==> src/rtl/multicycle_sequencer.sv <==
// Multi-cycle RV32I control sequencer: fetch handshake, decode with registered immediate,
// EXEC/MEM/WB stepping, retire counting, and sticky traps for illegal opcodes and bus timeouts.
module multicycle_sequencer #(
    parameter int DATA_WIDTH = 32,
    parameter int TIMEOUT    = 16
) (
    input  logic                  clk_i,
    input  logic                  reset_i,
    input  logic                  run_i,
    output logic                  imem_req_o,
    input  logic                  imem_valid_i,
    input  logic [31:0]           imem_rdata_i,
    output logic                  dmem_req_o,
    output logic                  dmem_we_o,
    input  logic                  dmem_done_i,
    input  logic                  branch_taken_i,
    output logic [31:0]           ir_o,
    output logic [DATA_WIDTH-1:0] imm_o,
    output logic                  alu_src_imm_o,
    output logic [1:0]            pc_sel_o,
    output logic                  pc_write_o,
    output logic                  rf_write_o,
    output logic                  retire_o,
    output logic [DATA_WIDTH-1:0] instret_o,
    output logic                  illegal_o,
    output logic                  bus_err_o
);

    // state  | meaning
    // IDLE   | parked, waiting for run
    // FETCH  | imem request outstanding
    // DECODE | immediate registered, opcode legality check
    // EXEC   | ALU step; branches resolve and retire here
    // MEM    | dmem request outstanding
    // WB     | register write, PC update, retire
    // TRAP   | halted until reset
    typedef enum logic [2:0] {
        IDLE   = 3'd0,
        FETCH  = 3'd1,
        DECODE = 3'd2,
        EXEC   = 3'd3,
        MEM    = 3'd4,
        WB     = 3'd5,
        TRAP   = 3'd6
    } state_t;

    localparam logic [6:0] OP_R      = 7'b0110011;
    localparam logic [6:0] OP_I      = 7'b0010011;
    localparam logic [6:0] OP_LOAD   = 7'b0000011;
    localparam logic [6:0] OP_STORE  = 7'b0100011;
    localparam logic [6:0] OP_BRANCH = 7'b1100011;
    localparam logic [6:0] OP_JAL    = 7'b1101111;
    localparam logic [6:0] OP_JALR   = 7'b1100111;

    localparam int          CW      = (TIMEOUT > 2) ? $clog2(TIMEOUT) : 1;
    localparam logic [CW-1:0] TO_LAST = CW'(TIMEOUT - 1);

    state_t                  state_q, state_d;
    logic [31:0]             ir_q, ir_d;
    logic [DATA_WIDTH-1:0]   imm_q, imm_d;
    logic [DATA_WIDTH-1:0]   instret_q, instret_d;
    logic [CW-1:0]           wait_q, wait_d;
    logic                    illegal_q, illegal_d;
    logic                    bus_err_q, bus_err_d;

    logic [6:0]              opcode;
    logic                    is_r, is_branch, is_load, is_store, is_jal, is_jalr, supported;
    logic [31:0]             imm32;
    logic                    wait_hit;

    assign opcode    = ir_q[6:0];
    assign is_r      = (opcode == OP_R);
    assign is_branch = (opcode == OP_BRANCH);
    assign is_load   = (opcode == OP_LOAD);
    assign is_store  = (opcode == OP_STORE);
    assign is_jal    = (opcode == OP_JAL);
    assign is_jalr   = (opcode == OP_JALR);
    assign supported = is_r || (opcode == OP_I) || is_load || is_store || is_branch || is_jal || is_jalr;

    // Last permitted wait cycle; a valid/done in this same cycle still completes normally.
    assign wait_hit  = (TIMEOUT != 0) && (wait_q == TO_LAST);

    always_comb begin
        imm32 = 32'd0;
        case (opcode)
            OP_I, OP_LOAD, OP_JALR: imm32 = {{20{ir_q[31]}}, ir_q[31:20]};
            OP_STORE:               imm32 = {{20{ir_q[31]}}, ir_q[31:25], ir_q[11:7]};
            OP_BRANCH:              imm32 = {{19{ir_q[31]}}, ir_q[31], ir_q[7], ir_q[30:25], ir_q[11:8], 1'b0};
            OP_JAL:                 imm32 = {{11{ir_q[31]}}, ir_q[31], ir_q[19:12], ir_q[20], ir_q[30:21], 1'b0};
            default:                imm32 = 32'd0;
        endcase
    end

    always_comb begin
        state_d       = state_q;
        ir_d          = ir_q;
        imm_d         = imm_q;
        instret_d     = instret_q;
        wait_d        = wait_q;
        illegal_d     = illegal_q;
        bus_err_d     = bus_err_q;
        imem_req_o    = 1'b0;
        dmem_req_o    = 1'b0;
        dmem_we_o     = 1'b0;
        alu_src_imm_o = 1'b0;
        pc_sel_o      = 2'd0;
        pc_write_o    = 1'b0;
        rf_write_o    = 1'b0;
        retire_o      = 1'b0;

        case (state_q)
            IDLE: begin
                if (run_i) begin
                    state_d = FETCH;
                    wait_d  = '0;
                end
            end
            FETCH: begin
                imem_req_o = 1'b1;
                if (imem_valid_i) begin
                    ir_d    = imem_rdata_i;
                    state_d = DECODE;
                end else if (wait_hit) begin
                    state_d   = TRAP;
                    bus_err_d = 1'b1;
                end else begin
                    wait_d = wait_q + CW'(1);
                end
            end
            DECODE: begin
                imm_d = DATA_WIDTH'($signed(imm32));
                if (supported) begin
                    state_d = EXEC;
                end else begin
                    state_d   = TRAP;
                    illegal_d = 1'b1;
                end
            end
            EXEC: begin
                alu_src_imm_o = !(is_r || is_branch);
                if (is_branch) begin
                    pc_write_o = 1'b1;
                    retire_o   = 1'b1;
                    pc_sel_o   = branch_taken_i ? 2'd1 : 2'd0;
                end else if (is_load || is_store) begin
                    state_d = MEM;
                    wait_d  = '0;
                end else begin
                    state_d = WB;
                end
            end
            MEM: begin
                dmem_req_o = 1'b1;
                dmem_we_o  = is_store;
                if (dmem_done_i) begin
                    if (is_store) begin
                        pc_write_o = 1'b1;
                        retire_o   = 1'b1;
                    end else begin
                        state_d = WB;
                    end
                end else if (wait_hit) begin
                    state_d   = TRAP;
                    bus_err_d = 1'b1;
                end else begin
                    wait_d = wait_q + CW'(1);
                end
            end
            WB: begin
                rf_write_o = 1'b1;
                pc_write_o = 1'b1;
                retire_o   = 1'b1;
                pc_sel_o   = is_jal ? 2'd1 : (is_jalr ? 2'd2 : 2'd0);
            end
            TRAP: begin
                state_d = TRAP;
            end
            default: begin
                state_d = IDLE;
            end
        endcase

        // Every retiring path shares the counter bump and the run-gated return.
        if (retire_o) begin
            instret_d = instret_q + DATA_WIDTH'(1);
            state_d   = run_i ? FETCH : IDLE;
            wait_d    = '0;
        end
    end

    always_ff @(posedge clk_i or posedge reset_i) begin
        if (reset_i) begin
            state_q   <= IDLE;
            ir_q      <= '0;
            imm_q     <= '0;
            instret_q <= '0;
            wait_q    <= '0;
            illegal_q <= 1'b0;
            bus_err_q <= 1'b0;
        end else begin
            state_q   <= state_d;
            ir_q      <= ir_d;
            imm_q     <= imm_d;
            instret_q <= instret_d;
            wait_q    <= wait_d;
            illegal_q <= illegal_d;
            bus_err_q <= bus_err_d;
        end
    end

    assign ir_o      = ir_q;
    assign imm_o     = imm_q;
    assign instret_o = instret_q;
    assign illegal_o = illegal_q;
    assign bus_err_o = bus_err_q;

endmodule
==> config.mk <==
export PLATFORM = sky130hd
export DESIGN_NAME = multicycle_sequencer
export DESIGN_NICKNAME = d
export VERILOG_FILES = /design/src/rtl/multicycle_sequencer.sv
export SDC_FILE = /design/constraint.sdc
export NUM_CORES = 1
export LEC_CHECK = 0
export ABC_AREA = 1
export BUFFER_PORTS_ARGS = -buffer_cell sky130_fd_sc_hd__buf_4
export CAP_MARGIN = 10
export CORE_ASPECT_RATIO = 0.8
export CORE_MARGIN = 2
export CORE_UTILIZATION = 57
export DETAILED_ROUTE_END_ITERATION = 12
export PLACE_DENSITY = 0.86
export SYNTH_ARGS = -nofsm -noshare
export SYNTH_HDL_FRONTEND = slang
export SYNTH_SLANG_ARGS = --single-unit
==> constraint.sdc <==
create_clock -name clk_i -period 8.15 [get_ports clk_i]
set_input_delay 0.815 -clock clk_i [delete_from_list [all_inputs] [get_ports clk_i]]
set_output_delay 0.815 -clock clk_i [all_outputs]
set_load 0.1 [all_outputs]
# Yosys cells after proc, flatten, opt, wreduce, memory -nomap -nowiden
# Index checks and enable logic that the tools add are counted.
# classes
eq_ne	23
mux	38
n_addsub	2
n_reduce_logical	18
bitwise_logic	1
# op_table
cell	n
one-hot mux 32 bit (4 select lines)	1
adder 32 x 1 -> 32 bit (second input constant)	1
2-to-1 mux 4 bit	7
2-to-1 mux 3 bit	8
equality test 7 bit (second input constant)	3
one-hot mux 3 bit (7 select lines)	1
one-hot mux 4 bit (4 select lines)	1
2-to-1 mux 1 bit	15
inequality test 3 bit (second input constant)	5
equality test 7 x 6 -> 1 bit (second input constant)	2
equality test 3 bit (second input constant)	3
logical OR 1 bit	8
equality test 7 x 2 -> 1 bit (second input constant)	1
equality test 7 x 5 -> 1 bit (second input constant)	1
equality test 3 x 2 -> 1 bit (second input constant)	2
inequality test 2 bit (second input constant)	3
AND reduction 6 bit	1
nonzero test 5 bit	1
adder 4 x 1 -> 4 bit (second input constant)	1
equality test 4 bit (second input constant)	1
2-to-1 mux 2 bit	2
inequality test 4 bit (second input constant)	1
one-hot mux 2 bit (2 select lines)	1
AND reduction 2 bit	2
other kinds (10)	10
# word_totals
elab_cells	89
register_bits	105
input_bits	38

# Logic depth before layout (Yosys ltp)
# Gate-level depths: netlist of run 1.
# logic_depth
depth_word	10
ltp_mapped	12
mapped_depth_nobuf	11

# Worst setup path before layout of run 1
# OpenSTA, ideal clock, no wires.
# synth_timing
kind	register -> output
start	register ir_q[1], in the netlist ir_o[1]
end	output pc_sel_o[0]
path_stages_with_launch	5
path_slack_ps	3636
arrival_ps	3699
path_cell_list	dfrtp_1 > nand2_2 > nor2_1 > nand2_1 > o32ai_1
# synth_via
elab_chain_cells	3
# synth_lines
element	line	text
start, declared	59	logic [31:0] ir_q, ir_d;
start signal, assigned	202	ir_q <= ir_d;
equality test 7 bit (on tied branches)	76, 73	
2-to-1 mux 2 bit / 2-to-1 mux 1 bit (equally long branches)	173, 141	
one-hot mux 2 bit (2 select lines) (*)	111	case (state_q)
end, declared	20	output logic [1:0] pc_sel_o,
# Mark *: on every way between the ends. The rest lies on a longest branch, timed or not.

# Final worst setup path of run 1
# layout_timing
start	register ir_q[4], in the netlist ir_o[4]
end	output retire_o
# layout_via
elab_chain_cells	4
# layout_lines
element	line	text
equality test 7 x 6 -> 1 bit	75	assign is_store = (opcode == OP_STORE);
2-to-1 mux 1 bit	156	if (is_store) begin
2-to-1 mux 1 bit	155	if (dmem_done_i) begin
one-hot mux 1 bit (3 select lines) (*)	111	
end, declared	23	output logic retire_o,
# Marked as above.

==> summary.txt, run 1 <==
Worst setup path
  • Crit Path Max Fanout: 40
  • Crit end category: primary output
  • CP delay by family, top: simple AND/OR/NAND/NOR gates
  • Worst EP arrival: 2.78 ns
  • Crit-path cells: inv_2 -> nand2_1 -> nor2_1 -> nand3_1 -> nand3_2 -> buf_4
  • Critical path class: register to primary output
  • Worst endpoint required time: 7.34 ns
  • Critical Path Max Stage Delay: 0.62 ns
  • Slowest CP cell: nand3_2
  • WP buf/inv: 2
  • Critical path startpoint category: register

STA
  • Final hold vios: 0
  • Crit share post-route: 44.1%
  • Fmax: 278 MHz
  • Max Slew Vio Count: 0
  • Worst rel slew slack: 42.6%
  • RSZ-0062 raised after global routing: false
  • Worst-margin pin slew: 0.858 ns
  • Skew final: 0.00880 ns
  • Endpoints failing setup: 0
  • Setup TNS: 0 ns
  • Final Hold Slack: 0.483 ns
  • Fin crit period: 3.59 ns

Layout
  • Commonest non-fill, non-tap cell in the layout: nand2_1
  • Area growth, synth to finish: 25.4%
  • Commonest non-fill, non-tap cells in the layout: 343 x nand2_1, 145 x buf_4, 94 x dfrtp_1, 71 x nor2_1, 42 x inv_1
  • Ant. Diodes: 0
  • Share of layout cells above drive strength 1: 22.1%
  • Fillers: 645
  • Non-Filler Instances: 961
  • Area of the multi-input gates: 2370 um2
  • Nets: 886
  • Storage element area: 2350 um2

Clock tree
  • Max Buffers Root-to-Sink: 2
  • Later-pin clock latency in the skew report: 0.35 ns
  • TritonCTS clock tree: done
  • CTS resizes: 0
  • Cts bufs inserted: 9
  • Postcts setup bufs: 0
  • Clock sinks: 94
  • Clock transition at path regs: 0.06 ns
  • Clock root cell: clkbuf_16
  • H-tree depth: 3
  • # hold bufs at CTS: 0

Global routing
  • GRT Resource Usage Total: 30.4%
  • First-pass GRT wire length: 22700 um
  • Number of antenna violations at the first check in global routing: 0
  • Vias in the first global route: 4595
  • Total grt overflow: 0
  • Largest net degree at the start of global routing: 53

Synth
  • Register area share after synthesis: 45.8%
  • Top cell type by total area after synthesis: dfrtp_1
  • Syn_area_per_cell: 7.14 um2
  • Yosys warnings: 0
  • Syn nets: 760
  • Ranking of synthesized cells by area: dfrtp_1 46%, nand2_1 25%, nor2_1 5.2%, inv_1 3.1%, o21ai_0 3.0%
  • Synth unique cells: 31
  • Synth Register Bits: 94
  • Synthesized area: 5140 um2
  • Top cell type's share of synthesized area: 45.8%
  • Synthesized instance count: 720

Detailed routing
  • Met2 WL: 6480 um
  • Met3 WL: 1020 um
  • WL final: 14100 um
  • First drt pass iteration count: 5
  • WL met1: 6350 um
  • Vias per std cell: 5.30
  • Detail Route Antenna Nets: 0
  • Top sig layer: met4
  • Remaining DRCs: 0
  • Via count: 5090
  • DR iter-0 viols: 440
  • Per-cell routed wire length: 14.7 um

Placed design
  • Detailed placement HPWL: 10300 um
  • Routability cong.: 0.972
  • Inst Count DP: 947
  • Number of port buffers: 144

Die
  • CORE AREA: 8630 um2
  • Die Area: 9800 um2
  • IO Count: 145
  • Die height: 88.9 um
  • Die Span X: 110 um
  • Row Count: 30
  • Initial Util: 59.6%

Power and ir drop
  • Power Density: 396 nW/um2
  • Max VDD drop: 0.000403 V
  • Leakage: 0.00348 uW

Status
  • Outcome: finished, final reports clean

Hold path
  • Hold crit path type: register to register

Flow run
  • Max-cap viol count: 0
[synthesized netlist by cell type (all sizes together)]
cell	n
a21boi	5
a21oi	3
a41oi	1
buf	27
clkbuf	3
dfrtp	94
ha	2
inv	54
nand2	349
nand3	28
nand3b	19
nand4	1
nor2	79
nor3	2
o211ai	2
o21ai	38
o21bai	1
o32ai	1
xnor2	4
xor2	7
[final timing paths]
check / cells past startpoint / startpoint / slack [ns] / end
worst max-delay path: 6 / ir_o[4] / 4.56 / retire_o
worst min-delay path: 2 / illegal_o / 0.48 / illegal_o
worst max register to register: 8 / ir_o[4] / 5.28 / instret_o[10]
worst min register to register: 2 / illegal_o / 0.48 / illegal_o
max in group asynchronous: 3 / reset_i / 6.44 / ir_o[26]
min in group asynchronous: 2 / reset_i / 0.57 / imm_o[16]
[sequential cells by signal, summed over array words and instances (netlist names)]
name,count
instret_o,32
ir_o,32
imm_o,21
wait_q,4
state_q,3
bus_err_o,1
illegal_o,1
[metrics by stage]
stage	utilization [%]	power (uW)	instance area [um2]	setup slack, ns
global route	74.7	2650	6450	4.39
floorplan	-	1850	5140	3.64
global placement	71.3	2110	6160	5.08
detailed placement	71.3	2130	6160	4.99
finish	74.7	2550	6450	4.56
CTS	74.7	2560	6450	4.58
[worst min-delay path, delay by kind of cell, from the launching register on]
family	cells	cell delay (ns)
buffers and inverters	1	0.04
flip-flops	1	0.36
AND/OR/NAND/NOR	1	0.05
[cell families after synthesis]
kind of cell               count (synthesis)  share of synthesized area [%]
buffers and inverters                     84                           8.06
and+or+nand+nor                          478                           38.3
DFF                                       94                           45.8
AOI/OAI and AO/OA                         51                           5.50
adders and majority gates                  2                          0.487
xor gates and xnor gates                  11                           1.87
[layout make-up]
| class | instances | area share, % |
|---|---|---|
| Multi-Input combinational cell | 542 | 36.8 |
| Sequential cell | 94 | 36.5 |
| Timing Repair Buffer | 145 | 16.9 |
| Clock buffer | 10 | 3.71 |
| Inverter | 54 | 3.16 |
| Tap cell | 112 | 2.17 |
| Clock inverter | 4 | 0.757 |
[routing by layer]
metal | up-vias | global-route usage [%]
met3 | 22 | 6.56
met2 | 206 | 47.7
met5 | - | 0
met4 | 0 | 9.32
met1 | 2398 | 42.9
li1 | 2464 | -
[power by group]
group | switching [uW] | leakage (uW) | internal (uW)
clock | 176 | 0.000144 | 242
combinational | 1170 | 0.00209 | 260
sequential | 123 | 0.00125 | 577
total | 1470 | 0.00348 | 1080
No activity file was read; power rests on OpenSTA's default activity.
==> inputs of run 2 (changes only) <==
Settings changed: CORE_UTILIZATION 57 to 53, PLACE_DENSITY 0.86 to 0.81.
Clock period 8.15 ns to 3.5 ns, I/O delays scaled along.
==> run 2 against run 1 <==
Die area up 7.2%. Core utilization is 6.3 points lower. Total power is 140% higher.
==> summary.txt, run 2 (same netlist as run 1, synthesis figures left out) <==
Status
  • Outcome: finished, final reports clean

Layout
  • Area growth, synth to finish: 26.7%
  • Area of the multi-input gates: 2380 um2 (+0.32%)
  • Core Util, Final: 68.4% (-6.3 points)
  • Storage element area: 2350 um2 (unchanged)
  • Nets: 888 (+0.23%)
  • Commonest non-fill, non-tap cells in the layout: 343 x nand2_1, 146 x buf_4, 94 x dfrtp_1, 71 x nor2_1, 42 x inv_1
  • Ant. Diodes: 0 (unchanged)
  • Share of layout cells above drive strength 1: 22.5% (+0.37 points)
  • Commonest non-fill, non-tap cell in the layout: nand2_1
  • Fillers: 817 (+27%)

Clock tree
  • Clock root cell: clkbuf_16
  • H-tree depth: 3 (unchanged)
  • Clock transition at path regs: 0.07 ns (about the same)
  • Max Buffers Root-to-Sink: 2 (unchanged)
  • # hold bufs at CTS: 0 (unchanged)
  • Clock sinks: 94 (unchanged)
  • TritonCTS clock tree: done
  • CTS resizes: 0 (unchanged)
  • Cts bufs inserted: 9 (unchanged)
  • Later-pin clock latency in the skew report: 0.34 ns (about the same)
  • Postcts setup bufs: 0 (unchanged)

Placed design
  • Detailed placement HPWL: 10300 um (-0.19%)
  • Dpl ws: 1.13 ns (-3.85 ns)
  • Routability cong.: 0.949 (-2.3%)
  • Number of port buffers: 144 (unchanged)

Global routing
  • Vias in the first global route: 4762 (+3.6%)
  • Number of antenna violations at the first check in global routing: 0 (unchanged)
  • GRT Resource Usage Total: 27.4% (-3.1 points)
  • Largest net degree at the start of global routing: 51 (-3.8%)
  • First-pass GRT wire length: 22700 um (about the same)
  • Total grt overflow: 0 (unchanged)

Detailed routing
  • Via count: 5033 (-1.1%)
  • Vias per std cell: 5.18 (-2.2%)
  • Detail Route Antenna Nets: 0 (unchanged)
  • Remaining DRCs: 0 (unchanged)
  • Per-cell routed wire length: 14.3 um (-2.5%)
  • First drt pass iteration count: 5 (unchanged)
  • WL final: 13900 um (-1.4%)
  • DR iter-0 viols: 379 (-14%)

Flow run
  • Max-cap viol count: 0 (unchanged)

Worst setup path
  • Crit path from: ir_o[4]
  • Reg2Reg Launch Point: ir_o[4]
  • R2R Path End: wait_q[2]
  • Critical path startpoint category: register
  • R2R Setup Slk: 1.09 ns (-4.19 ns)
  • Crit Path Max Fanout: 14 (-65%)
  • Worst EP arrival: 2.43 ns (-0.35 ns)
  • Worst endpoint required time: 3.15 ns (-4.19 ns)
  • R2R depth: 8 (unchanged)
  • Crit end category: primary output
  • Critical path class: register to primary output

STA
  • Endpoints failing setup: 0 (unchanged)
  • Max Slew Vio Count: 0 (unchanged)
  • Worst-margin pin slew: 0.788 ns (-0.0700 ns)
  • Worst rel slew slack: 47.4% (+4.8 points)
  • Fin crit period: 2.78 ns
  • Fmax: 359 MHz
  • Final WS setup: 0.718 ns (-3.84 ns)
  • Final Hold Slack: 0.128 ns (-0.355 ns)
  • Skew final: 0.00865 ns (-0.000153 ns)
  • Crit share post-route: 79.5%
  • RSZ-0062 raised after global routing: false
  • Final hold vios: 0 (unchanged)
  • Setup TNS: 0 ns (unchanged)

Die
  • CORE AREA: 9530 um2 (+10%)
  • IO Count: 145 (unchanged)
  • Die height: 92.1 um (+3.5%)
  • Initial Util: 54.0% (-5.6 points)
  • Die Span X: 114 um (+3.6%)
  • Row Count: 32 (+6.7%)
  • Die Area: 10500 um2 (+7.2%)

Power and ir drop
  • Max VDD drop: 0.000853 V (+110%)
  • Power consumption: 6000 uW (+140%)
  • Leakage: 0.00350 uW (+0.63%)
  • Power Density: 921 nW/um2 (+130%)

Hold path
  • Hold crit path type: input pin to async pin
## run 2: critical path: stages, from the launching register on
cell	delay, ns
dfrtp_1	0.44
inv_2	0.09
nand2_1	0.06
nor2_1	0.55
nand3_1	0.25
nand3_2	0.33
buf_4	0.36
## run 2: metal layers
layer	vias to the layer above	part of all wire [%]	global-route usage, %
li1	2471	-	-
met1	2369	45	36.9
met2	167	48	44.5
met3	26	5.3	5.22
met4	0	1.9	9.25
met5	-	0	0
## run 2: worst max path at each step
stage	to	depth (start not counted)
3_3_place_gp	pc_write_o	6
2_1_floorplan	alu_src_imm_o	7
5_1_grt	pc_write_o	6
4_1_cts	pc_write_o	6
6_report	pc_write_o	6
3_5_place_dp	pc_write_o	6
## run 2: per-stage QoR
stage                     std cells  area (um2)
final                           972        6520
after global routing            972        6520
after CTS                       972        6520
after detailed placement        956        6200
after global placement          956        6200
after floorplan                 720        5150
## run 2: layout make-up
type | instances | share of cell area (%)
multi-input combinational | 542 | 36.6
sequential | 94 | 36.1
inverter | 54 | 3.13
timing repair buffer | 147 | 17.1
clock inverter | 4 | 0.845
clock buffer | 12 | 3.94
tap | 119 | 2.29
## run 2: power breakdown
part | internal [uW] | switching, uW
Clock | 596 | 432
Combinational | 616 | 2730
Sequential | 1340 | 285
==> inputs of run 3 (changes only) <==
Settings changed: CORE_UTILIZATION 53 to 48, PLACE_DENSITY 0.81 to 0.77.
Clock period 3.5 ns to 2.4 ns, I/O delays scaled along.
==> run 3 against run 2 <==
Core utilization fell by 4.4 points. Count of clock-buffer cells in the layout is 1 lower. Worst hold slack got worse by 0.12 ns. Critical endpoint is now alu_src_imm_o. Register-to-register slack worse by 0.59 ns. Final cell count up 2.7%. Clock skew down 0.0017 ns. Total power is 45% higher. Combinational power grew 47%. First-iteration DRC count fell by 23%. Sequential share of layout area is 0.36 points lower. Critical path type unchanged. Largest cell class unchanged. Die area grew 10%.
==> summary.txt, run 3 (same netlist as run 1, synthesis figures left out) <==
Status
  • Outcome: finished, final reports clean

STA
  • Fmax: 451 MHz
  • Fin crit period: 2.22 ns
  • Worst-margin pin slew: 0.784 ns (-0.00412 ns)
  • Final hold vios: 0 (unchanged)
  • Crit share post-route: 92.4%
  • Worst rel slew slack: 47.7% (+0.28 points)
  • Final WS setup: 0.183 ns (-0.535 ns)
  • Skew final: 0.00692 ns (-0.00173 ns)
  • Endpoints failing setup: 0 (unchanged)
  • Max Slew Vio Count: 0 (unchanged)
  • RSZ-0062 raised after global routing: false
  • Setup TNS: 0 ns (unchanged)

Worst setup path
  • R2R Setup Slk: 0.50 ns (-0.59 ns)
  • WP buf/inv: 3 (+1)
  • Critical Path Max Stage Delay: 0.42 ns (-0.13 ns)
  • Crit Path Max Fanout: 10 (-4)
  • R2R Path End: wait_q[0]
  • Worst endpoint required time: 2.16 ns (-0.99 ns)
  • CP delay by family, top: buffers and inverters
  • Critical path class: register to primary output
  • Slowest CP cell: dfrtp_2
  • Critical path startpoint category: register
  • R2R depth: 7 (-1)
  • Crit end category: primary output
  • Reg2Reg Launch Point: ir_o[6]
  • Crit-path cells: inv_1 -> nor2_1 -> buf_4 -> nand2_1 -> nand2_1 -> a41oi_4 -> buf_4
  • Worst EP arrival: 1.98 ns (-0.45 ns)

Power and ir drop
  • Switching Share: 57.9% (+0.49 points)
  • Clock power frac: 15.7% (-1.4 points)
  • Leakage: 0.00351 uW (about the same)
  • Power consumption: 8690 uW (+45%)
  • Net switching power: 5030 uW (+46%)
  • Comb pwr share: 56.9% (+1.2 points)
  • Seq pwr share: 27.4% (+0.3 points)
  • Cell-internal power: 3660 uW (+43%)
  • Max VDD drop: 0.00101 V (+19%)
  • Power Density: 1320 nW/um2 (+43%)

Detailed routing
  • DR iter-0 viols: 290 (-23%)
  • Detail Route Antenna Nets: 0 (unchanged)
  • Per-cell routed wire length: 13.8 um (-3.2%)
  • Vias per std cell: 5.04 (-2.7%)
  • Top sig layer: met4
  • Remaining DRCs: 0 (unchanged)
  • WL final: 13800 um (-0.65%)
  • Met2 WL: 6250 um (-5.8%)
  • Via count: 5029 (-0.079%)
  • First drt pass iteration count: 5 (unchanged)
  • WL met1: 6500 um (+3.6%)
  • Met3 WL: 978 um (+32%)

Layout
  • Core Util, Final: 64.0% (-4.4 points)
  • Share of layout cells above drive strength 1: 24.2% (+1.7 points)
  • Non-Filler Instances: 998 (+2.7%)
  • Area of the multi-input gates: 2420 um2 (+1.7%)
  • Storage element area: 2360 um2 (+0.37%)
  • Ant. Diodes: 0 (unchanged)
  • Fillers: 931 (+14%)
  • Commonest non-fill, non-tap cells in the layout: 343 x nand2_1, 151 x buf_4, 87 x dfrtp_1, 69 x nor2_1, 42 x inv_1
  • Area growth, synth to finish: 28.5%
  • Nets: 893 (+0.56%)
  • Commonest non-fill, non-tap cell in the layout: nand2_1

Die
  • Row Count: 33 (+3.1%)
  • Die Span X: 120 um (+4.9%)
  • Die Area: 11600 um2 (+10%)
  • IO Count: 145 (unchanged)
  • CORE AREA: 10300 um2 (+8.3%)
  • Initial Util: 49.8% (-4.1 points)
  • Die height: 96.6 um (+4.9%)

Global routing
  • Number of antenna violations at the first check in global routing: 0 (unchanged)
  • First-pass GRT wire length: 22700 um (about the same)
  • GRT Resource Usage Total: 24.8% (-2.5 points)
  • Largest net degree at the start of global routing: 51 (unchanged)
  • Vias in the first global route: 4597 (-3.5%)
  • Total grt overflow: 0 (unchanged)

Clock tree
  • Postcts setup bufs: 0 (unchanged)
  • H-tree depth: 3 (unchanged)
  • Max Buffers Root-to-Sink: 2 (unchanged)
  • Clock root cell: clkbuf_16
  • # hold bufs at CTS: 0 (unchanged)
  • Cts bufs inserted: 9 (unchanged)
  • Clock transition at path regs: 0.07 ns (about the same)
  • Clock sinks: 94 (unchanged)
  • Later-pin clock latency in the skew report: 0.34 ns (about the same)
  • TritonCTS clock tree: done
  • CTS resizes: 0 (unchanged)

Flow run
  • Max-cap viol count: 0 (unchanged)

Placed design
  • Routability cong.: 0.888 (-6.5%)
  • Dpl ws: 0.512 ns (-0.618 ns)
  • Detailed placement HPWL: 10500 um (+2.5%)
  • Inst Count DP: 982 (+2.7%)
  • Number of port buffers: 144 (unchanged)

Hold path
  • Hold crit path type: input pin to async pin
==> run 3: how the worst max path moves through the flow <==
| stage | end | startpoint | slack [ns] | cells past startpoint |
|---|---|---|---|---|
| final | alu_src_imm_o | ir_o[6] | 0.18 | 7 |
| after global placement | wait_q[3] | ir_o[6] | 0.64 | 7 |
| after floorplan | retire_o | ir_o[1] | 0.06 | 7 |
| after global routing | alu_src_imm_o | ir_o[6] | 0.11 | 7 |
| after CTS | alu_src_imm_o | ir_o[6] | 0.20 | 7 |
| after detailed placement | wait_q[0] | ir_o[6] | 0.51 | 7 |
==> run 3: layout make-up <==
cell class                 instances  share of cell area (%)
inverter                          54                    3.13
multi-input combinational        542                    36.7
sequential                        94                    35.7
timing repair buffer             152                    17.5
clock inverter                     5                   0.511
clock buffer                      11                    3.83
tap                              140                    2.65
==> run 3: routing by layer <==
layer	vias to the layer above	global-route usage, %
li1	2484	-
met1	2362	34.7
met2	173	40.8
met3	10	4.58
met4	0	5.59
met5	-	0
==> run 3: worst register-to-register path, cell delays in order (launching register included) <==
cell and delay (ns):
dfrtp_2 0.42, inv_1 0.20, nor2_1 0.11, nand3_1 0.18
nand3_2 0.20, inv_2 0.48, nand3_1 0.16, nand2_1 0.10
==> run 3: stage by stage <==
stage	area [um2]	hold WS, ns
after CTS	6610	0.0186
after global routing	6610	0.0662
final	6610	0.00400
after floorplan	5200	0.350
after detailed placement	6320	0.381
after global placement	6320	0.378
==> run 3: power groups by stage <==
stage / registers [uW] / logic [uW] / clock network [uW]
floorplan: 4750 / 1580 / 0
global placement: 2390 / 4880 / 0
detailed placement: 2400 / 4950 / 0
CTS: 2380 / 4960 / 1400
global route: 2440 / 5170 / 1460
finish: 2380 / 4940 / 1360
